File: src/rtl/mips_pkg.sv
// Shared MIPS pipeline definitions: opcode/funct encodings, write-back select
// enums and the little-endian load extension helper.
package mips_pkg;

    localparam logic [5:0] SPECIAL = 6'h00;
    localparam logic [5:0] JAL     = 6'h03;
    localparam logic [5:0] ADDI    = 6'h08;
    localparam logic [5:0] ANDI    = 6'h0c;
    localparam logic [5:0] ORI     = 6'h0d;
    localparam logic [5:0] LUI     = 6'h0f;
    localparam logic [5:0] LB      = 6'h20;
    localparam logic [5:0] LH      = 6'h21;
    localparam logic [5:0] LW      = 6'h23;
    localparam logic [5:0] LBU     = 6'h24;
    localparam logic [5:0] LHU     = 6'h25;
    localparam logic [5:0] COND_OP = 6'h3f;

    localparam logic [5:0] FN_JALR = 6'h09;
    localparam logic [5:0] FN_MFHI = 6'h10;
    localparam logic [5:0] FN_MFLO = 6'h12;
    localparam logic [5:0] FN_ADD  = 6'h20;
    localparam logic [5:0] FN_SUB  = 6'h22;
    localparam logic [5:0] FN_AND  = 6'h24;
    localparam logic [5:0] FN_OR   = 6'h25;
    localparam logic [5:0] FN_SLT  = 6'h2a;
    localparam logic [5:0] FN_SLTU = 6'h2b;

    typedef enum logic [2:0] {WB_NONE, WB_AO, WB_EXT, WB_LOAD, WB_PC8, WB_MDU} wbSel_t;
    typedef enum logic [1:0] {DST_RD, DST_RT, DST_31} dstSel_t;

    // Unaligned offsets are honoured as-is; halfwords ignore offs[0].
    function automatic logic [31:0] loadExtend(input logic [5:0] op,
                                               input logic [31:0] word,
                                               input logic [1:0] offs);
        logic [7:0]  b;
        logic [15:0] h;
        logic [31:0] r;
        case (offs)
            2'd0:    b = word[7:0];
            2'd1:    b = word[15:8];
            2'd2:    b = word[23:16];
            default: b = word[31:24];
        endcase
        h = offs[1] ? word[31:16] : word[15:0];
        case (op)
            LB:      r = {{24{b[7]}}, b};
            LBU:     r = {24'd0, b};
            LH:      r = {{16{h[15]}}, h};
            LHU:     r = {16'd0, h};
            default: r = word;
        endcase
        return r;
    endfunction

endpackage

File: src/rtl/wb_stage_if.sv
// Bundle between the M/W register, D-stage readers and hazard logic (master)
// and the write-back stage (slave).
interface wb_stage_if;
    logic [31:0] instr;
    logic [31:0] pc;
    logic [31:0] ext32;
    logic [31:0] ao;
    logic [31:0] mduo;
    logic [31:0] rd;
    logic        con;
    logic [4:0]  ra1;
    logic [4:0]  ra2;
    logic [31:0] rd1;
    logic [31:0] rd2;
    logic [4:0]  w_wa;
    logic [31:0] w_wd;
    logic        tr_valid;
    logic [31:0] tr_pc;
    logic [4:0]  tr_reg;
    logic [31:0] tr_data;

    modport master (
        output instr, pc, ext32, ao, mduo, rd, con, ra1, ra2,
        input  rd1, rd2, w_wa, w_wd, tr_valid, tr_pc, tr_reg, tr_data
    );

    modport slave (
        input  instr, pc, ext32, ao, mduo, rd, con, ra1, ra2,
        output rd1, rd2, w_wa, w_wd, tr_valid, tr_pc, tr_reg, tr_data
    );
endinterface

File: src/rtl/grf.sv
// 32x32 general register file: synchronous clear, one write port, two
// asynchronous read ports, no bypass.
module grf (
    input  logic        clk,
    input  logic        reset,
    input  logic        i_we,
    input  logic [4:0]  i_wa,
    input  logic [31:0] i_wd,
    input  logic [4:0]  i_ra1,
    input  logic [4:0]  i_ra2,
    output logic [31:0] o_rd1,
    output logic [31:0] o_rd2
);
    logic [31:0] r_mem [32];

    // Clear beats any write pending on the same edge; $0 is never written.
    always_ff @(posedge clk) begin
        if (reset) begin
            for (int i = 0; i < 32; i++) begin
                r_mem[i] <= '0;
            end
        end else if (i_we && (i_wa != 5'd0)) begin
            r_mem[i_wa] <= i_wd;
        end
    end

    assign o_rd1 = r_mem[i_ra1];
    assign o_rd2 = r_mem[i_ra2];
endmodule

File: src/rtl/wb_stage.sv
// MIPS write-back stage: decodes the W instruction, extends load data, picks
// the write-back value/destination, writes the GRF and bypasses W->D reads.
module wb_stage
    import mips_pkg::*;
(
    input  logic      clk,
    input  logic      reset,
    wb_stage_if.slave bus
);
    wbSel_t      w_wbSel;
    dstSel_t     w_dstSel;
    logic [5:0]  w_op;
    logic [5:0]  w_funct;
    logic [31:0] w_loadData;
    logic [31:0] w_pc8;
    logic [31:0] w_data;
    logic [4:0]  w_dst;
    logic [4:0]  w_addr;
    logic        w_we;
    logic [31:0] w_grfRd1;
    logic [31:0] w_grfRd2;
    logic        w_unused;

    assign w_op     = bus.instr[31:26];
    assign w_funct  = bus.instr[5:0];
    assign w_pc8    = bus.pc + 32'd8;
    assign w_unused = ^{bus.instr[25:21], bus.instr[10:6]};

    always_comb begin
        w_wbSel  = WB_NONE;
        w_dstSel = DST_RD;
        case (w_op)
            SPECIAL: begin
                case (w_funct)
                    FN_ADD, FN_SUB, FN_AND, FN_OR, FN_SLT, FN_SLTU: w_wbSel = WB_AO;
                    FN_JALR:          w_wbSel = WB_PC8;
                    FN_MFHI, FN_MFLO: w_wbSel = WB_MDU;
                    default:          w_wbSel = WB_NONE;
                endcase
            end
            ADDI, ANDI, ORI: begin
                w_wbSel  = WB_AO;
                w_dstSel = DST_RT;
            end
            LUI: begin
                w_wbSel  = WB_EXT;
                w_dstSel = DST_RT;
            end
            LW, LB, LBU, LH, LHU: begin
                w_wbSel  = WB_LOAD;
                w_dstSel = DST_RT;
            end
            JAL: begin
                w_wbSel  = WB_PC8;
                w_dstSel = DST_31;
            end
            COND_OP: begin
                w_wbSel  = bus.con ? WB_PC8 : WB_NONE;
                w_dstSel = DST_31;
            end
            default: begin
                w_wbSel  = WB_NONE;
                w_dstSel = DST_RD;
            end
        endcase
    end

    assign w_loadData = loadExtend(w_op, bus.rd, bus.ao[1:0]);

    // Non-writing classes drive zero data so an idle (reset) pipe shows 0/0.
    always_comb begin
        w_data = '0;
        case (w_wbSel)
            WB_AO:   w_data = bus.ao;
            WB_EXT:  w_data = bus.ext32;
            WB_LOAD: w_data = w_loadData;
            WB_PC8:  w_data = w_pc8;
            WB_MDU:  w_data = bus.mduo;
            default: w_data = '0;
        endcase
        w_dst = bus.instr[15:11];
        case (w_dstSel)
            DST_RT:  w_dst = bus.instr[20:16];
            DST_31:  w_dst = 5'd31;
            default: w_dst = bus.instr[15:11];
        endcase
    end

    assign w_addr = (w_wbSel == WB_NONE) ? 5'd0 : w_dst;
    assign w_we   = (w_addr != 5'd0) && !reset;

    grf u_grf (
        .clk   (clk),
        .reset (reset),
        .i_we  (w_we),
        .i_wa  (w_addr),
        .i_wd  (w_data),
        .i_ra1 (bus.ra1),
        .i_ra2 (bus.ra2),
        .o_rd1 (w_grfRd1),
        .o_rd2 (w_grfRd2)
    );

    // Same-cycle bypass: a reader of the register being written sees the new value.
    assign bus.rd1 = (bus.ra1 == 5'd0) ? 32'd0 :
                     (w_we && (bus.ra1 == w_addr)) ? w_data : w_grfRd1;
    assign bus.rd2 = (bus.ra2 == 5'd0) ? 32'd0 :
                     (w_we && (bus.ra2 == w_addr)) ? w_data : w_grfRd2;

    assign bus.w_wa     = w_addr;
    assign bus.w_wd     = w_data;
    assign bus.tr_valid = w_we;
    assign bus.tr_pc    = bus.pc;
    assign bus.tr_reg   = w_addr;
    assign bus.tr_data  = w_data;
endmodule

File: src/flat_wrapper.sv
// flat-port wrapper written by rule: the top's interface ports become plain ports
module wb_stage_flat import mips_pkg::*;
  (clk, reset, bus_instr, bus_pc, bus_ext32, bus_ao, bus_mduo, bus_rd, bus_con, bus_ra1, bus_ra2, bus_rd1, bus_rd2, bus_w_wa, bus_w_wd, bus_tr_valid, bus_tr_pc, bus_tr_reg, bus_tr_data);
  wb_stage_if bus_i ();
  input  logic clk;
  input  logic reset;
  input wire logic [$bits(bus_i.instr)-1:0] bus_instr;
  input wire logic [$bits(bus_i.pc)-1:0] bus_pc;
  input wire logic [$bits(bus_i.ext32)-1:0] bus_ext32;
  input wire logic [$bits(bus_i.ao)-1:0] bus_ao;
  input wire logic [$bits(bus_i.mduo)-1:0] bus_mduo;
  input wire logic [$bits(bus_i.rd)-1:0] bus_rd;
  input wire logic [$bits(bus_i.con)-1:0] bus_con;
  input wire logic [$bits(bus_i.ra1)-1:0] bus_ra1;
  input wire logic [$bits(bus_i.ra2)-1:0] bus_ra2;
  output wire logic [$bits(bus_i.rd1)-1:0] bus_rd1;
  output wire logic [$bits(bus_i.rd2)-1:0] bus_rd2;
  output wire logic [$bits(bus_i.w_wa)-1:0] bus_w_wa;
  output wire logic [$bits(bus_i.w_wd)-1:0] bus_w_wd;
  output wire logic [$bits(bus_i.tr_valid)-1:0] bus_tr_valid;
  output wire logic [$bits(bus_i.tr_pc)-1:0] bus_tr_pc;
  output wire logic [$bits(bus_i.tr_reg)-1:0] bus_tr_reg;
  output wire logic [$bits(bus_i.tr_data)-1:0] bus_tr_data;
  assign bus_i.instr = bus_instr;
  assign bus_i.pc = bus_pc;
  assign bus_i.ext32 = bus_ext32;
  assign bus_i.ao = bus_ao;
  assign bus_i.mduo = bus_mduo;
  assign bus_i.rd = bus_rd;
  assign bus_i.con = bus_con;
  assign bus_i.ra1 = bus_ra1;
  assign bus_i.ra2 = bus_ra2;
  assign bus_rd1 = bus_i.rd1;
  assign bus_rd2 = bus_i.rd2;
  assign bus_w_wa = bus_i.w_wa;
  assign bus_w_wd = bus_i.w_wd;
  assign bus_tr_valid = bus_i.tr_valid;
  assign bus_tr_pc = bus_i.tr_pc;
  assign bus_tr_reg = bus_i.tr_reg;
  assign bus_tr_data = bus_i.tr_data;
  wb_stage u_core (.clk(clk), .reset(reset), .bus(bus_i));
endmodule
File: config.mk
export PLATFORM = sky130hd
export DESIGN_NAME = wb_stage_flat
export DESIGN_NICKNAME = d
export VERILOG_FILES = /design/src/rtl/mips_pkg.sv /design/src/rtl/wb_stage_if.sv /design/src/rtl/grf.sv /design/src/rtl/wb_stage.sv /design/src/flat_wrapper.sv
export SDC_FILE = /design/constraint.sdc
export NUM_CORES = 2
export LEC_CHECK = 0
export CAP_MARGIN = 25
export CORE_MARGIN = 2
export CORE_UTILIZATION = 50
export DETAILED_ROUTE_END_ITERATION = 6
export PLACE_DENSITY_LB_ADDON = 0.08
export SYNTH_ARGS = -nofsm -noshare
export SYNTH_HDL_FRONTEND = slang
export SYNTH_HIERARCHICAL = 1
export SYNTH_SLANG_ARGS = --single-unit
export TNS_END_PERCENT = 50
File: constraint.sdc
create_clock -name clk -period 6.3 [get_ports clk]
set_clock_uncertainty 0.1 [all_clocks]
set_input_delay 0.945 -clock clk [delete_from_list [all_inputs] [get_ports clk]]
set_output_delay 0.945 -clock clk [all_outputs]
set_load 0.01 [all_outputs]
# After elaboration in Yosys (flattened, before gate mapping)
# Memories as Yosys holds them, arrays and structs flattened.
# Cells that the tools add are included.
# word_totals
memories,1
out_inout_bits,171
ramBits,1024
register_bits,0
# op_classes
addsub,1
n_reduce_logical,18
mux,22
eq_ne,31
# memory_table
name,words,width,read_ports,rd_ports_with_merged_regs,write_ports,line_no,source
u_core.u_grf.r_mem,32,32,2,0,32,grf.sv:14,logic [31:0] r_mem [32];
# ops
operator,n
$mux W32,5
$pmux W32 S5,1
$pmux W32 S4,1
$eq A6 B6 Y1 const B,12
$add A32 B4 Y32 const B,1
$reduce_or A32 Y1,1
$eq A6 B4 Y1 const B,5
$pmux W8 S3,1
$pmux W3 S6,1
$mux W16,1
$eq A6 B5 Y1 const B,2
$eq A5 B5 Y1,2
$logic_not A5 Y1,2
$mux W5,2
$pmux W5 S2,1
$pmux W3 S3,1
$reduce_or A9 Y1,1
$eq A3 B2 Y1 const B,2
$eq A3 B3 Y1 const B,2
$eq A6 B2 Y1 const B,1
$logic_not A6 Y1,1
$mux W1,6
$reduce_or A6 Y1,1
$reduce_bool A5 Y1,1
other kinds (12),18

# Longest topological paths before layout
# depth
word_depth,14
depth_mapped,16
mapped_depth_nobuf,14

# Modules after synthesis
# Netlist, hierarchy kept.
# by_module_without_submodules
module,area_each_um2,n_inst,cells_each
grf,55896.1,1,4605
wb_stage,4868.4,1,703

# Worst setup path before layout
# Ideal clock, no wire load.
# synth_timing
path_kind,input-to-output
start,in bus_instr[31]
end,out bus_rd1[31]
n_path_buf,4
arrival_ns,4.330
path_slack_ns,0.925
t_required_ns,5.255
stages,15
cell_sequence,buf_2 > nor3b_1 > a21boi_1 > or2_2 > ha_1 > buf_6 > a211oi_1 > nor2_1 > or4b_2 > a32oi_1 > o2111a_2 > buf_6 > buf_12 > nor2_2 > a211oi_1
# synth_between
elab_chain_cells,11
elab_cells_between_ends,36
classes_between,eq/ne (19); mux (8); reduce/logical (9)
# synth_rtl
item,line_no,source
"start, declared",flat_wrapper.sv:7,input wire logic [$bits(bus_i.instr)-1:0] bus_instr;
$eq A6 B4 Y1 (tied with other cells),wb_stage.sv:32,case (w_op)
$reduce_or A9 Y1 (no source line) or $reduce_or A2 Y1 (tied branches),-,
$pmux W2 S2,wb_stage.sv:32,
$eq A2 B2 Y1 or $eq A2 B1 Y1 (tied branches),wb_stage.sv:82,case (w_dstSel)
$pmux W5 S2,wb_stage.sv:82,
$mux W5,wb_stage.sv:89,assign w_addr = (w_wbSel == WB_NONE) ? 5'd0 : w_dst;
$reduce_bool A5 Y1,wb_stage.sv:90,assign w_we = (w_addr != 5'd0) && !reset;
$logic_and A1 B1 Y1,wb_stage.sv:90,
$logic_and A1 B1 Y1,wb_stage.sv:106,(w_we && (bus.ra1 == w_addr)) ? w_data : w_grfRd1;
$mux W32 (*),wb_stage.sv:106,
$mux W32 (*),wb_stage.sv:105,assign bus.rd1 = (bus.ra1 == 5'd0) ? 32'd0 :
"end, declared",flat_wrapper.sv:16,output wire logic [$bits(bus_i.rd1)-1:0] bus_rd1;
# Every way passes the cells marked *; elsewhere a longest branch is shown, timed or not.

# Worst setup path in the final report
# layout_timing
start,in bus_instr[30]
end,out bus_rd1[19]
# The elaborated chain is that of the path after synthesis.

==> results.py <==
metrics = {
    "yosys": {
        "yosysWarnings": 6,
        "synth_area_per_cell_um2": 11.4,
        "ys_seq_area_share_pct": 50.6,
        "synth_seq_cells": 1024,
        "synth_edf_count": 1024,
        "synthArstFlopShare_pct": 0,
        "synth_cells": 5308,
        "synth_top_area_share_pct": 50.6,
        "synth_flop_cell": "edfxtp_1",
        "synth.cell_area_mm2": 0.0608,
        "synth_cell_types": 79,
        "synth_top_area_cell": "edfxtp_1",
        "synthTopCellsByArea": "edfxtp_1 51%, mux2i_1 18%, and2_1 10%",
    },
    "die": {
        "dieArea_mm2": 0.124,
        "rows": 127,
        "die_h_um": 353,
        "core_area_mm2": 0.120,
        "start_util_pct": 50.5,
        "die_w_um": 353,
        "ios": 376,
    },
    "timing": {
        "fin_crit_sh_pct": 101,
        "fin_ws_ps": -77.8,
        "finalMaxSlewViolations": 0,
        "tightestPinTransition_ps": 1090,
        "max_slew_margin_pct": 27.7,
        "rsz0062_at_grt": "yes",
        "layout_min_cycle_time_ps": 6380,
        "setup_viol_count_final": 3,
        "hold_violations": 0,
        "fmax_ghz": 0.157,
    },
    "cts": {
        "clk_pin_slew_ps": 60,
        "cts_inserted_buffers": 112,
        "ctsHoldBuffers": 0,
        "clk_path_buf_depth": 3,
        "cts.sinks": 1024,
        "tritoncts": "built",
        "cts_root_buf": "clkbuf_16",
        "htree_levels": 3,
    },
    "global_route": {
        "antenna_found_initial": 8,
        "grt_pass1_vias": 45019,
        "grt.total_usage_pct": 36.1,
        "grt-ovfl-total": 0,
        "grt_max_degree": 69,
        "grt_pass1_wl_mm": 324,
    },
    "power": {
        "power_density_mw_per_mm2": 240,
        "power.share.clock_pct": 36.7,
        "pwr-share-seq_pct": 47.1,
        "finalPower_mw": 17.0,
        "leakagePower_nw": 27.8,
        "p_sw_share_pct": 27.2,
        "p_sw_mw": 4.63,
        "ir_worst_vdd_mv": 0.217,
        "p_int_mw": 12.4,
        "p_comb_share_pct": 16.2,
    },
    "worst_setup_path": {
        "cp_slowest_cell": "or4b_2",
        "end_kind": "output pin",
        "cp.required_ps": 5250,
        "cpLargestDelayFamily": "simple AND/OR/NAND/NOR gates",
        "path_buf_inv": 4,
        "crit_fanout": 12,
        "path_common_cell": "clkdlybuf4s50_1",
        "max_stage_delay_ps": 630,
        "criticalPathCategory": "input pin to output pin",
        "startpoint_type": "input pin",
        "crit_arrival_ps": 5330,
        "crit_chain": "clkdlybuf4s50_1, or4_4, o22a_4, ha_1, nor2b_1, or2_2, or4b_2, a32oi_1, o2111a_2, buf_12, nor2_1, nor3_4, buf_4, clkdlybuf4s50_1",
    },
    "hold_path": {
        "hold_class": "input pin to flop",
    },
    "detailed_routing": {
        "vias_per_cell": 6.31,
        "drt-initial-drc-count": 5040,
        "wl_per_cell_um": 31.6,
        "m1WireLength_mm": 87.9,
        "firstDrtPassIters": 7,
        "drtAntennaViolNets": 0,
        "wl_met2_mm": 109,
        "detailroute.via_count": 46067,
        "wl_met3_mm": 21.1,
        "drc": 3,
        "wl_mm": 231,
        "dr.max_layer_used": "met4",
    },
    "cells_and_area": {
        "regMostFlops": "u_core/u_grf/r_mem",
        "largestRegisters": "u_core/u_grf/r_mem (1024)",
        "drive_above_1_share_pct": 11.9,
        "largest_register_ffs": 1024,
        "fillCellCount": 9882,
        "nNetsFinal": 5804,
        "stdcell_count": 7305,
        "synthToLayoutAreaGrowth_pct": 16.8,
    },
    "place": {
        "dp.cells": 7079,
        "port_buffers": 365,
        "dp_hpwl_mm": 153,
        "globalplace.congestion": 0.981,
    },
    "run": {
        "drv_cap": 0,
    },
    "outcome": {
        "violations": "design-rule violations, negative setup slack",
        "status": "finished, violations left",
    },
}
## final cells by class
| cell class | instances | area, um2 | area share (%) |
|---|---|---|---|
| clock buffer | 141 | 2950 | 4.16 |
| antenna | 6 | 15.0 | 0.0212 |
| tap | 1612 | 2020 | 2.84 |
| clock inverter | 64 | 469 | 0.661 |
| timing repair buffer | 715 | 7200 | 10.1 |
| multi-input combinational | 3725 | 27500 | 38.7 |
| sequential | 1024 | 30700 | 43.3 |
| inverter | 18 | 67.6 | 0.0952 |
## cell usage after synthesis (all sizes together), types with 4 or more instances
cell,count
mux2i,1081
edfxtp,1024
and2,996
buf,305
clkbuf,267
a21oi,234
nand2,225
nand3,215
a22oi,199
nor3,130
a22o,129
nor2,116
a31oi,66
or2,41
o21ai,23
o211ai,21
xnor2,20
inv,18
a211oi,17
o221ai,16
nor4,15
a2bb2oi,12
nand2b,9
nand4,9
mux2,8
mux4,8
nor2b,8
nor3b,8
o221a,6
o31a,6
xor2,6
a311oi,5
o22ai,5
a21boi,4
a32oi,4
and3,4
nand3b,4
o22a,4
or3,4
or4,4
## per-stage QoR
stage	utilization [%]	hold slack [ps]	setup slack [ps]	instance area, um2	TNS (ps)
floorplan	-	1320	925	60900	0
global placement	55.8	1410	-543	67100	-3390
detailed placement	55.9	1420	-519	67200	-3270
CTS	58.8	668	-32.3	70800	-110
global route	59.0	664	-101	70900	-326
finish	59.0	687	-77.8	70900	-135
## logic make-up after synthesis
group,Yosys count,synth area share (%)
other,1,0.00617
buffers and inverters,590,5.07
xor gates and xnor gates,26,0.375
and+or+nand+nor,1799,16.8
adders and majority gates,3,0.0618
muxes,1097,18.3
DFF,1024,50.6
AOI/OAI and AO/OA,768,8.80
## path summary, 6_finish.rpt
path	startpoint	depth (start not counted)	to	slack, ps
hold / removal	reset	1	u_core/u_grf/r_mem[0][11]	690
setup / recovery	bus_instr[30]	14	bus_rd1[19]	-80
## metal layers
metal  up-vias  GRT usage (%)
met4         0           18.6
li1      20052              -
met1     22988           46.0
met2      2511           59.4
met5         -              0
met3       516           6.11
## cells in the final DEF (no fill, tap or decap), types with 7 or more instances in the layout
| master | count |
|---|---|
| nand3_1 | 214 |
| a22oi_1 | 199 |
| conb_1 | 32 |
| mux4_2 | 8 |
| dlymetal6s2s_1 | 25 |
| a21oi_1 | 234 |
| nor3_1 | 105 |
| mux2i_1 | 1077 |
| nor4_1 | 14 |
| clkdlybuf4s50_1 | 302 |
| buf_4 | 280 |
| a31oi_1 | 66 |
| clkbuf_1 | 27 |
| o211ai_1 | 21 |
| o21ai_0 | 19 |
| buf_12 | 65 |
| a22o_1 | 129 |
| a211oi_1 | 13 |
| xnor2_1 | 20 |
| and2_1 | 993 |
| clkinv_2 | 17 |
| nand4_1 | 9 |
| dlygate4sd2_1 | 32 |
| nor2_1 | 81 |
| nor3b_1 | 7 |
| mux2_2 | 8 |
| edfxtp_1 | 1024 |
| clkinv_1 | 34 |
| o221ai_4 | 10 |
| nor2_2 | 26 |
| clkbuf_16 | 114 |
| nor2_4 | 9 |
| a2bb2oi_1 | 12 |
| or2_2 | 41 |
| inv_1 | 18 |
| nand2_1 | 224 |
| nor3_2 | 24 |
## power groups by stage
stage | registers, mW | logic (mW) | clock network, mW
global placement | 8.12 | 2.70 | 0
floorplan | 8.10 | 1.45 | 0
finish | 8.02 | 2.75 | 6.25
CTS | 8.01 | 2.72 | 6.30
detailed placement | 8.15 | 2.72 | 0
global route | 8.05 | 2.86 | 6.57
## timing repair
item                       CTS  global route
setup endpoints to repair   46            34
pin swaps                    6             2
resized for setup           44            35
gates cloned                 2             0
setup buffers                7             6
Note: power is estimated with default switching activity, not from simulation.
